File: config.mk
export PLATFORM = sky130hd
export DESIGN_NAME = vram_port_arbiter_flat
export DESIGN_NICKNAME = d
export VERILOG_FILES = /design/src/rtl/vram_port_arbiter_if.sv /design/src/rtl/vram_port_arbiter.sv /design/src/flat_wrapper.sv
export SDC_FILE = /design/constraint.sdc
export NUM_CORES = 1
export LEC_CHECK = 0
export BUFFER_PORTS_ARGS = -buffer_cell sky130_fd_sc_hd__clkbuf_2
export CELL_PAD_IN_SITES_DETAIL_PLACEMENT = 0
export CELL_PAD_IN_SITES_GLOBAL_PLACEMENT = 1
export CORE_MARGIN = 2
export CORE_UTILIZATION = 28
export DETAILED_ROUTE_END_ITERATION = 6
export GPL_ROUTABILITY_DRIVEN = 0
export GPL_TIMING_DRIVEN = 0
export PLACE_DENSITY_LB_ADDON = 0.1
export SYNTH_ARGS = -nofsm -noshare
export SYNTH_HDL_FRONTEND = slang
export SYNTH_SLANG_ARGS = --single-unit
export TNS_END_PERCENT = 50
File: constraint.sdc
create_clock -name pixel_clk -period 2.05 [get_ports pixel_clk]
set_input_delay 0.1025 -clock pixel_clk [delete_from_list [all_inputs] [get_ports pixel_clk]]
set_output_delay 0.1025 -clock pixel_clk [all_outputs]
set_load 0.1 [all_outputs]
File: src/rtl/vram_port_arbiter_if.sv
// Bus-side register path into the VRAM port arbiter.
// The master holds a request stable until it sees the one-cycle ack.
interface vram_port_arbiter_if #(
    parameter int DATA_W = 32,
    parameter int ADDR_W = 11
);
    logic                  bus_req;
    logic                  bus_we;
    logic [ADDR_W-1:0]     bus_addr;
    logic [DATA_W-1:0]     bus_wdata;
    logic [DATA_W/8-1:0]   bus_wstrb;
    logic                  bus_ack;
    logic [DATA_W-1:0]     bus_rdata;
    logic                  bus_err;

    modport master (
        output bus_req, bus_we, bus_addr, bus_wdata, bus_wstrb,
        input  bus_ack, bus_rdata, bus_err
    );

    modport slave (
        input  bus_req, bus_we, bus_addr, bus_wdata, bus_wstrb,
        output bus_ack, bus_rdata, bus_err
    );
endinterface

File: src/rtl/vram_port_arbiter.sv
// Single VRAM port shared by glyph fetch (absolute priority) and the bus path.
// Define VRAM_RMW_EN to turn partial-strobe writes into read-modify-write.
module vram_port_arbiter #(
    parameter int DATA_W = 32,
    parameter int ADDR_W = 11,
    parameter int DEPTH  = 1200,
    parameter int RD_LAT = 1
) (
    input  logic                pixel_clk,
    input  logic                arstn,
    input  logic                vid_req,
    input  logic [ADDR_W-1:0]   vid_addr,
    output logic                vid_rvalid,
    output logic [DATA_W-1:0]   vid_rdata,
    vram_port_arbiter_if.slave  bus,
    output logic                ram_en,
    output logic [DATA_W/8-1:0] ram_we,
    output logic [ADDR_W-1:0]   ram_addr,
    output logic [DATA_W-1:0]   ram_wdata,
    input  logic [DATA_W-1:0]   ram_rdata
);
    localparam int          STRB_W  = DATA_W / 8;
    localparam logic [31:0] DEPTH_U = 32'(DEPTH);

    typedef enum logic [2:0] {
        TAG_NONE, TAG_VID, TAG_VZ, TAG_BUS, TAG_RMW
    } tag_t;

    typedef enum logic [2:0] {
        IDLE, BUS_RD_WAIT, ACK
`ifdef VRAM_RMW_EN
        , RMW_RD, RMW_WAIT, RMW_WR
`endif
    } state_t;

    state_t            state_q, state_d;
    tag_t              tag_q [RD_LAT];
    tag_t              tag_in;
    tag_t              tag_head;
    logic              vid_oor, bus_oor;
    logic              done, done_err;
    logic [DATA_W-1:0] done_rdata;
    logic [DATA_W-1:0] rdata_q;
    logic              err_q;

    assign vid_oor  = 32'(vid_addr) >= DEPTH_U;
    assign bus_oor  = 32'(bus.bus_addr) >= DEPTH_U;
    assign tag_head = tag_q[RD_LAT-1];

    assign bus.bus_ack   = (state_q == ACK);
    assign bus.bus_rdata = rdata_q;
    assign bus.bus_err   = err_q;

`ifdef VRAM_RMW_EN
    logic              partial;
    logic [DATA_W-1:0] merge_q, merge_d;

    assign partial = !(&bus.bus_wstrb) && (|bus.bus_wstrb);

    // Overlay the strobed bytes onto the word read back from RAM.
    always_comb begin
        merge_d = ram_rdata;
        for (int i = 0; i < STRB_W; i++) begin
            if (bus.bus_wstrb[i]) begin
                merge_d[8*i +: 8] = bus.bus_wdata[8*i +: 8];
            end
        end
    end

    // Hold the merged word until the write-back slot is free.
    always_ff @(posedge pixel_clk) begin
        if (!arstn) begin
            merge_q <= '0;
        end else if (state_q == RMW_WAIT && tag_head == TAG_RMW) begin
            merge_q <= merge_d;
        end
    end
`endif

    // Port mux and bus FSM: video always wins the port, the bus waits.
    always_comb begin
        state_d    = state_q;
        tag_in     = TAG_NONE;
        ram_en     = 1'b0;
        ram_we     = '0;
        ram_addr   = '0;
        ram_wdata  = '0;
        done       = 1'b0;
        done_err   = 1'b0;
        done_rdata = '0;

        if (vid_req) begin
            tag_in   = vid_oor ? TAG_VZ : TAG_VID;
            ram_en   = !vid_oor;
            ram_addr = vid_addr;
        end

        unique case (state_q)
            IDLE: begin
                if (bus.bus_req) begin
                    if (bus_oor) begin
                        done     = 1'b1;
                        done_err = 1'b1;
                        state_d  = ACK;
                    end else if (bus.bus_we && bus.bus_wstrb == '0) begin
                        done    = 1'b1;
                        state_d = ACK;
`ifdef VRAM_RMW_EN
                    end else if (bus.bus_we && partial) begin
                        state_d = RMW_RD;
`endif
                    end else if (!vid_req) begin
                        ram_en   = 1'b1;
                        ram_addr = bus.bus_addr;
                        if (bus.bus_we) begin
                            ram_we    = bus.bus_wstrb;
                            ram_wdata = bus.bus_wdata;
                            done      = 1'b1;
                            state_d   = ACK;
                        end else begin
                            tag_in  = TAG_BUS;
                            state_d = BUS_RD_WAIT;
                        end
                    end
                end
            end
            BUS_RD_WAIT: begin
                if (tag_head == TAG_BUS) begin
                    done       = 1'b1;
                    done_rdata = ram_rdata;
                    state_d    = ACK;
                end
            end
            ACK: begin
                state_d = IDLE;
            end
`ifdef VRAM_RMW_EN
            RMW_RD: begin
                if (!vid_req) begin
                    ram_en   = 1'b1;
                    ram_addr = bus.bus_addr;
                    tag_in   = TAG_RMW;
                    state_d  = RMW_WAIT;
                end
            end
            RMW_WAIT: begin
                if (tag_head == TAG_RMW) begin
                    state_d = RMW_WR;
                end
            end
            RMW_WR: begin
                if (!vid_req) begin
                    ram_en    = 1'b1;
                    ram_we    = '1;
                    ram_addr  = bus.bus_addr;
                    ram_wdata = merge_q;
                    done      = 1'b1;
                    state_d   = ACK;
                end
            end
`endif
            default: begin
                state_d = IDLE;
            end
        endcase

        if (!arstn) begin
            ram_en    = 1'b0;
            ram_we    = '0;
            ram_addr  = '0;
            ram_wdata = '0;
        end
    end

    // Bus FSM state register.
    always_ff @(posedge pixel_clk) begin
        if (!arstn) begin
            state_q <= IDLE;
        end else begin
            state_q <= state_d;
        end
    end

    // Owner tags ride alongside the RAM read latency.
    always_ff @(posedge pixel_clk) begin
        if (!arstn) begin
            for (int k = 0; k < RD_LAT; k++) begin
                tag_q[k] <= TAG_NONE;
            end
        end else begin
            tag_q[0] <= tag_in;
            for (int k = 1; k < RD_LAT; k++) begin
                tag_q[k] <= tag_q[k-1];
            end
        end
    end

    // Video return: fixed latency, zero data for out-of-range fetches.
    always_ff @(posedge pixel_clk) begin
        if (!arstn) begin
            vid_rvalid <= 1'b0;
            vid_rdata  <= '0;
        end else begin
            vid_rvalid <= (tag_head == TAG_VID) || (tag_head == TAG_VZ);
            if (tag_head == TAG_VID) begin
                vid_rdata <= ram_rdata;
            end else if (tag_head == TAG_VZ) begin
                vid_rdata <= '0;
            end
        end
    end

    // Bus completion data, held until the next ack.
    always_ff @(posedge pixel_clk) begin
        if (!arstn) begin
            rdata_q <= '0;
            err_q   <= 1'b0;
        end else if (done) begin
            rdata_q <= done_rdata;
            err_q   <= done_err;
        end
    end
endmodule

File: src/flat_wrapper.sv
// flat-port wrapper written by rule: the top's interface ports become plain ports
module vram_port_arbiter_flat 
#(
    parameter int DATA_W = 32,
    parameter int ADDR_W = 11,
    parameter int DEPTH  = 1200,
    parameter int RD_LAT = 1
)
  (pixel_clk, arstn, vid_req, vid_addr, vid_rvalid, vid_rdata, ram_en, ram_we, ram_addr, ram_wdata, ram_rdata, bus_bus_req, bus_bus_we, bus_bus_addr, bus_bus_wdata, bus_bus_wstrb, bus_bus_ack, bus_bus_rdata, bus_bus_err);
  vram_port_arbiter_if #(.DATA_W(DATA_W), .ADDR_W(ADDR_W)) bus_i ();
  input  logic pixel_clk;
  input  logic arstn;
  input  logic vid_req;
  input  logic [ADDR_W-1:0] vid_addr;
  output logic vid_rvalid;
  output logic [DATA_W-1:0] vid_rdata;
  output logic ram_en;
  output logic [DATA_W/8-1:0] ram_we;
  output logic [ADDR_W-1:0] ram_addr;
  output logic [DATA_W-1:0] ram_wdata;
  input  logic [DATA_W-1:0] ram_rdata;
  input wire logic [$bits(bus_i.bus_req)-1:0] bus_bus_req;
  input wire logic [$bits(bus_i.bus_we)-1:0] bus_bus_we;
  input wire logic [$bits(bus_i.bus_addr)-1:0] bus_bus_addr;
  input wire logic [$bits(bus_i.bus_wdata)-1:0] bus_bus_wdata;
  input wire logic [$bits(bus_i.bus_wstrb)-1:0] bus_bus_wstrb;
  output wire logic [$bits(bus_i.bus_ack)-1:0] bus_bus_ack;
  output wire logic [$bits(bus_i.bus_rdata)-1:0] bus_bus_rdata;
  output wire logic [$bits(bus_i.bus_err)-1:0] bus_bus_err;
  assign bus_i.bus_req = bus_bus_req;
  assign bus_i.bus_we = bus_bus_we;
  assign bus_i.bus_addr = bus_bus_addr;
  assign bus_i.bus_wdata = bus_bus_wdata;
  assign bus_i.bus_wstrb = bus_bus_wstrb;
  assign bus_bus_ack = bus_i.bus_ack;
  assign bus_bus_rdata = bus_i.bus_rdata;
  assign bus_bus_err = bus_i.bus_err;
  vram_port_arbiter #(.DATA_W(DATA_W), .ADDR_W(ADDR_W), .DEPTH(DEPTH), .RD_LAT(RD_LAT)) u_core (.pixel_clk(pixel_clk), .arstn(arstn), .vid_req(vid_req), .vid_addr(vid_addr), .vid_rvalid(vid_rvalid), .vid_rdata(vid_rdata), .bus(bus_i), .ram_en(ram_en), .ram_we(ram_we), .ram_addr(ram_addr), .ram_wdata(ram_wdata), .ram_rdata(ram_rdata));
endmodule
== Word-level counts from Yosys, hierarchy flattened ==
Memories as Yosys holds them, arrays and structs flattened.
Cells that the tools add are included.

* Add/sub/neg operators: 0
* Multipliers: 0
* Divide/modulo/power cells: 0
* Magnitude comparators: 2
* Equal/unequal tests: 8
* Shift-type cells: 0
* Muxes and demuxes: 61
* Bitwise gates (word level): 0
* Reduce and logical (&&, ||, !) cells: 8

{| class="wikitable"
|+ Operator list
! operator !! count
|-
| 2-to-1 mux 32 bit || 11
|-
| 2-to-1 mux 11 bit || 7
|-
| 2-to-1 mux 3 bit || 13
|-
| 2-to-1 mux 4 bit || 7
|-
| >= comparator 11 bit (second input constant) || 2
|-
| 2-to-1 mux 1 bit || 19
|-
| == test 3 x 2 -> 1 bit (second input constant) || 3
|-
| == test 3 x 1 -> 1 bit (second input constant) || 2
|-
| case mux 3 bit (2 select lines) || 1
|-
| zero test 4 bit || 1
|-
| 2-to-1 mux 2 bit || 2
|-
| != test 4 x 2 -> 1 bit (second input constant) || 1
|-
| zero test 3 bit || 1
|-
| AND reduction 3 bit || 1
|-
| OR reduction 3 bit || 1
|-
| != test 2 x 1 -> 1 bit (second input constant) || 1
|-
| != test 2 bit (second input constant) || 1
|-
| case mux 1 bit (2 select lines) || 1
|-
| nonzero test 2 bit || 1
|-
| logical AND 1 bit || 1
|-
| zero test 1 bit || 1
|-
| logical OR 1 bit || 1
|}

* Flip-flop bits (word level): 69
* Latch bits: 0
* RAM bits: 3
* Bits in read-only memories: 0
* Input bits: 95
* Output and inout port bits: 115
* Logic and storage cells: 85
* Memories kept: 1

{| class="wikitable"
|+ Memories
! memory !! words !! bits a word !! rd ports !! clocked after Yosys merged registers in !! write ports !! RTL line !! source
|-
| u_core.tag_q || 1 || 3 || 1 || 0 || 1 || vram_port_arbiter.sv:37 || <nowiki>tag_t tag_q [RD_LAT];</nowiki>
|}

== Longest topological paths before layout ==
* Word-level depth: 10
* Depth in mapped cells: 7
* Gate-level depth less buffers: 6

== Worst setup path before layout ==
OpenSTA, ideal clock, no wires.

* Kind: register to output
* Start: reg u_core.state_q[0]
* End: out ram_en
* Arrival: 2.708 ns
* Data required time: 1.947 ns
* Setup slack: -0.761 ns
* Stages on the path, launching flop included: 6
* Buffers on the path: 1
* Path through: dfxtp_1 -> or3b_4 -> a211oi_2 -> buf_4 -> nand2_1 -> a21oi_1

* Longest elaborated chain between the ends: 3

{| class="wikitable"
|+ RTL lines
! element !! RTL line !! source
|-
| start: declaration || vram_port_arbiter.sv:36 || <nowiki>state_t state_q, state_d;</nowiki>
|-
| start signal: assignment || vram_port_arbiter.sv:180 || <nowiki>state_q <= state_d;</nowiki>
|-
| zero test 3 bit || vram_port_arbiter.sv:98 || <nowiki>unique case (state_q)</nowiki>
|-
| 2-to-1 mux 1 bit || vram_port_arbiter.sv:98 ||
|-
| 2-to-1 mux 1 bit || vram_port_arbiter.sv:167 || <nowiki>if (!arstn) begin</nowiki>
|-
| end: declaration || flat_wrapper.sv:17 || <nowiki>output logic ram_en;</nowiki>
|}

Every way passes these cells.

== Final worst setup path ==
* Start: reg u_core.state_q[1]
* End: out ram_addr[5]

* Longest elaborated chain between the ends: 3

{| class="wikitable"
|+ RTL lines
! element !! RTL line !! source
|-
| zero test 3 bit || vram_port_arbiter.sv:98 ||
|-
| 2-to-1 mux 11 bit || vram_port_arbiter.sv:98 ||
|-
| 2-to-1 mux 11 bit || vram_port_arbiter.sv:167 ||
|-
| end: declaration || flat_wrapper.sv:19 || <nowiki>output logic [ADDR_W-1:0] ram_addr;</nowiki>
|}

Every way passes these cells.

==> impl_metrics.csv <==
group,metric,value,unit
yosys,netlist_instances,430,
yosys,ys_warn_count,0,
cts,cts_max_path_buffers,2,
floorplanning,boundaryPins,210,
cts,clock-root-buffer,"clkbuf_16",
yosys,ys_top_cells_by_area,"dfxtp_1, nand3_1, nor2_1, and2_1, a21oi_1",
timing,max_freq,0.465,GHz
yosys,synthFlopType,"dfxtp_1",
final_layout,layout-drive-gt1-share,44.6,%
detailed_routing,final_antenna_net_count,0,
yosys,synth.ff_latch_count,70,
worst_setup_path,critical_path_class,"reg -> out",
pwr,combinationalPowerShare,22.8,%
cts,htreeDepth,3,
detailed_routing,wl_per_cell,17.1,um
yosys,syn_area,3270,um2
worst_setup_path,endpoint_kind,"output pin",
pwr,switching_share,30.7,%
detailed_routing,vias,3952,
status,violations,"setup timing",
worst_setup_path,start_kind,"register",
global_route,grt_pass1_wl,21100,um
placement,post-place-ws,-0.249,ns
worst_setup_path,crit_chain,"or3b_4 -> a211oi_4 -> buf_6 -> a32oi_1 -> nor2_4 -> clkbuf_16",
timing,finalSetupViolCount,42,
floorplanning,rows,39,
final_layout,antenna_cells,0,
global_route,antenna_found_initial,0,
cts,cts_buffers,9,
final_layout,nets,757,
detailed_routing,vias_per_cell,4.90,
yosys,yosysTopAreaCellShare,42.8,%
pwr,ir_drop,0.387,mV
pwr,pwr-share-seq,36.8,%
detailed_routing,drt-pass1-iter-count,5,
worst_setup_path,required,1.95,ns
yosys,syn_nets,527,
timing,setup_ws,-0.101,ns
final_layout,fillers,1097,
global_route,grt_max_degree,12,
min_path,hold_path.class,"in -> reg",
worst_setup_path,r2r_slack,0.14,ns
floorplanning,fp.coreArea,11400,um2
final_layout,post-route-util,52.1,%
timing,finalHoldViolCount,0,
timing,finalMaxSlewViolations,0,
pwr,p_per_area,637,nW/um2
timing,finClkSkew,0.00518,ns
yosys,ys_async_sr_fraction,0,%
floorplanning,dieWidth,112,um
final_layout,area_delta_synth_final,81.8,%
placement,dp_hpwl,9640,um
global_route,first_global_vias,3871,
job,maxCapViolations,0,
global_route,overflow,0,
pwr,p_int,0.00262,W
yosys,synth_edf_count,0,
timing,min_period,2.15,ns
timing,rsz0062_at_grt,"yes",
floorplanning,die_h,112,um
worst_setup_path,arrival,2.05,ns
worst_setup_path,max_stage_delay,0.44,ns
detailed_routing,routed_wl,13800,um
detailed_routing,drt_iter0_drc,193,
timing,fin_crit_sh,105,%
cts,clock_latency,0.33,ns
floorplanning,die_area,12600,um2
final_layout,final_cell_mix,"clkbuf_2, dfxtp_1, nand3_1",
detailed_routing,drcViolationCount,0,
cts,cts_sinks,70,
yosys,ys_seq_area_share,42.8,%
yosys,syn_area_per_cell,7.61,um2
pwr,p_switching,0.00116,W
worst_setup_path,cp_slowest_cell,"or3b_4",
final_layout,layout_commonest_cell,"clkbuf_2",
pwr,static-leakage-power,2.59,nW
cts,path_clk_slew,0.06,ns
global_route,track_usage,21.5,%
cts,cts_tree,"done",
worst_setup_path,path_max_fanout,5,
floorplanning,start_util,28.6,%
pwr,p_clk_share,40.4,%
timing,setup_tns,-2.14,ns
status,outcome,"finished with violations",
timing,slew_headroom,57.3,%
yosys,ys_types,35,
timing,worst_pin_slew,0.640,ns
placement,portBuffers,208,
yosys,yosysTopAreaCell,"dfxtp_1",
## final cells by class
class	instances	area, um2	area share (%)
tap	143	179	3.01
buffer	40	210	3.54
sequential	70	1400	23.6
inverter	2	7.51	0.126
multi-input combinational	318	1850	31.0
timing repair buffer	219	2010	33.8
clock inverter	4	47.5	0.800
clock buffer	11	243	4.08
## layer usage
metal	vias up	wire, um	global-route usage, %	part of all wire [%]
met2	155	7120	38.5	52
met4	0	126	5.53	0.91
met1	1852	5700	25.9	41
li1	1937	-	-	-
met5	-	0	0	0
met3	8	860	5.24	6.2
## sequential cells by signal (all words and copies together), names as in the netlist
| signal | flops |
|---|---|
| u_core.bus.bus_rdata | 32 |
| u_core.bus.bus_err | 1 |
| u_core.vid_rvalid | 1 |
| u_core.vid_rdata | 32 |
| u_core.tag_q | 2 |
| u_core.state_q | 2 |
## kinds of logic (layout without fill, tap and decap cells)
family | count (synthesis) | in the layout | share of synthesized area (%)
adder cells (fa/ha/maj) | 2 | 2 | 0.765
flip-flops | 70 | 70 | 42.8
AO/OA/AOI/OAI | 93 | 93 | 17.7
AND/OR/NAND/NOR | 223 | 223 | 32.2
buffers and inverters | 42 | 276 | 6.46
## worst max-delay path, delay by kind of cell (launching register included)
| family | cells | cell delay (ns) |
|---|---|---|
| AO/OA/AOI/OAI | 2 | 0.43 |
| buffers and inverters | 2 | 0.38 |
| flip-flops | 1 | 0.32 |
| AND/OR/NAND/NOR | 2 | 0.58 |
## through the flow
stage | hold WS, ns | total power, W | instance area [um2] | cells
floorplan | 0.233 | 0.00193 | 3360 | 430
global placement | 0.339 | 0.00216 | 4580 | 781
detailed placement | 0.347 | 0.00216 | 4580 | 781
CTS | 0.00176 | 0.00381 | 5840 | 803
global route | 0.00290 | 0.00395 | 5940 | 807
finish | 0.0132 | 0.00378 | 5940 | 807
## Yosys cell counts, types with 2 or more instances
master,count
a211o_1,2
a21o_1,2
a21oi_1,36
a311o_1,2
a32oi_1,11
and2_1,32
and3_1,5
buf_1,2
buf_4,2
buf_6,6
clkbuf_1,29
dfxtp_1,70
ha_1,2
inv_1,2
nand2_1,35
nand3_1,66
nor2_1,76
nor2b_1,2
o21a_1,2
o21ai_0,31
## power by group through the flow
| stage | clock [W] | sequential, W | combinational (W) |
|---|---|---|---|
| final | 0.00153 | 0.00139 | 0.000862 |
| after global routing | 0.00164 | 0.00140 | 0.000913 |
| after CTS | 0.00157 | 0.00139 | 0.000844 |
| after detailed placement | 0 | 0.00142 | 0.000740 |
| after global placement | 0 | 0.00142 | 0.000738 |
| after floorplan | 0 | 0.00154 | 0.000396 |
## timing repair
action | 4_1_cts | 5_1_grt
hold buffers | 3 | 0
gates resized for setup | 156 | 29
gates cloned | 1 | 2
endpoints found under the hold margin | 3 | 0
setup buffers | 3 | 2
pin swaps | 16 | 17
setup endpoints to repair | 48 | 65
## path summary, 6_finish.rpt
check | from | to | cells after the start
max | u_core.state_q[1] | ram_addr[5] | 6
min | ram_rdata[11] | u_core.bus.bus_rdata[11] | 3
max reg2reg | u_core.state_q[1] | u_core.bus.bus_rdata[15] | 5
min reg2reg | u_core.bus.bus_rdata[17] | u_core.bus.bus_rdata[17] | 2
Power figures use the tool's default switching activity.
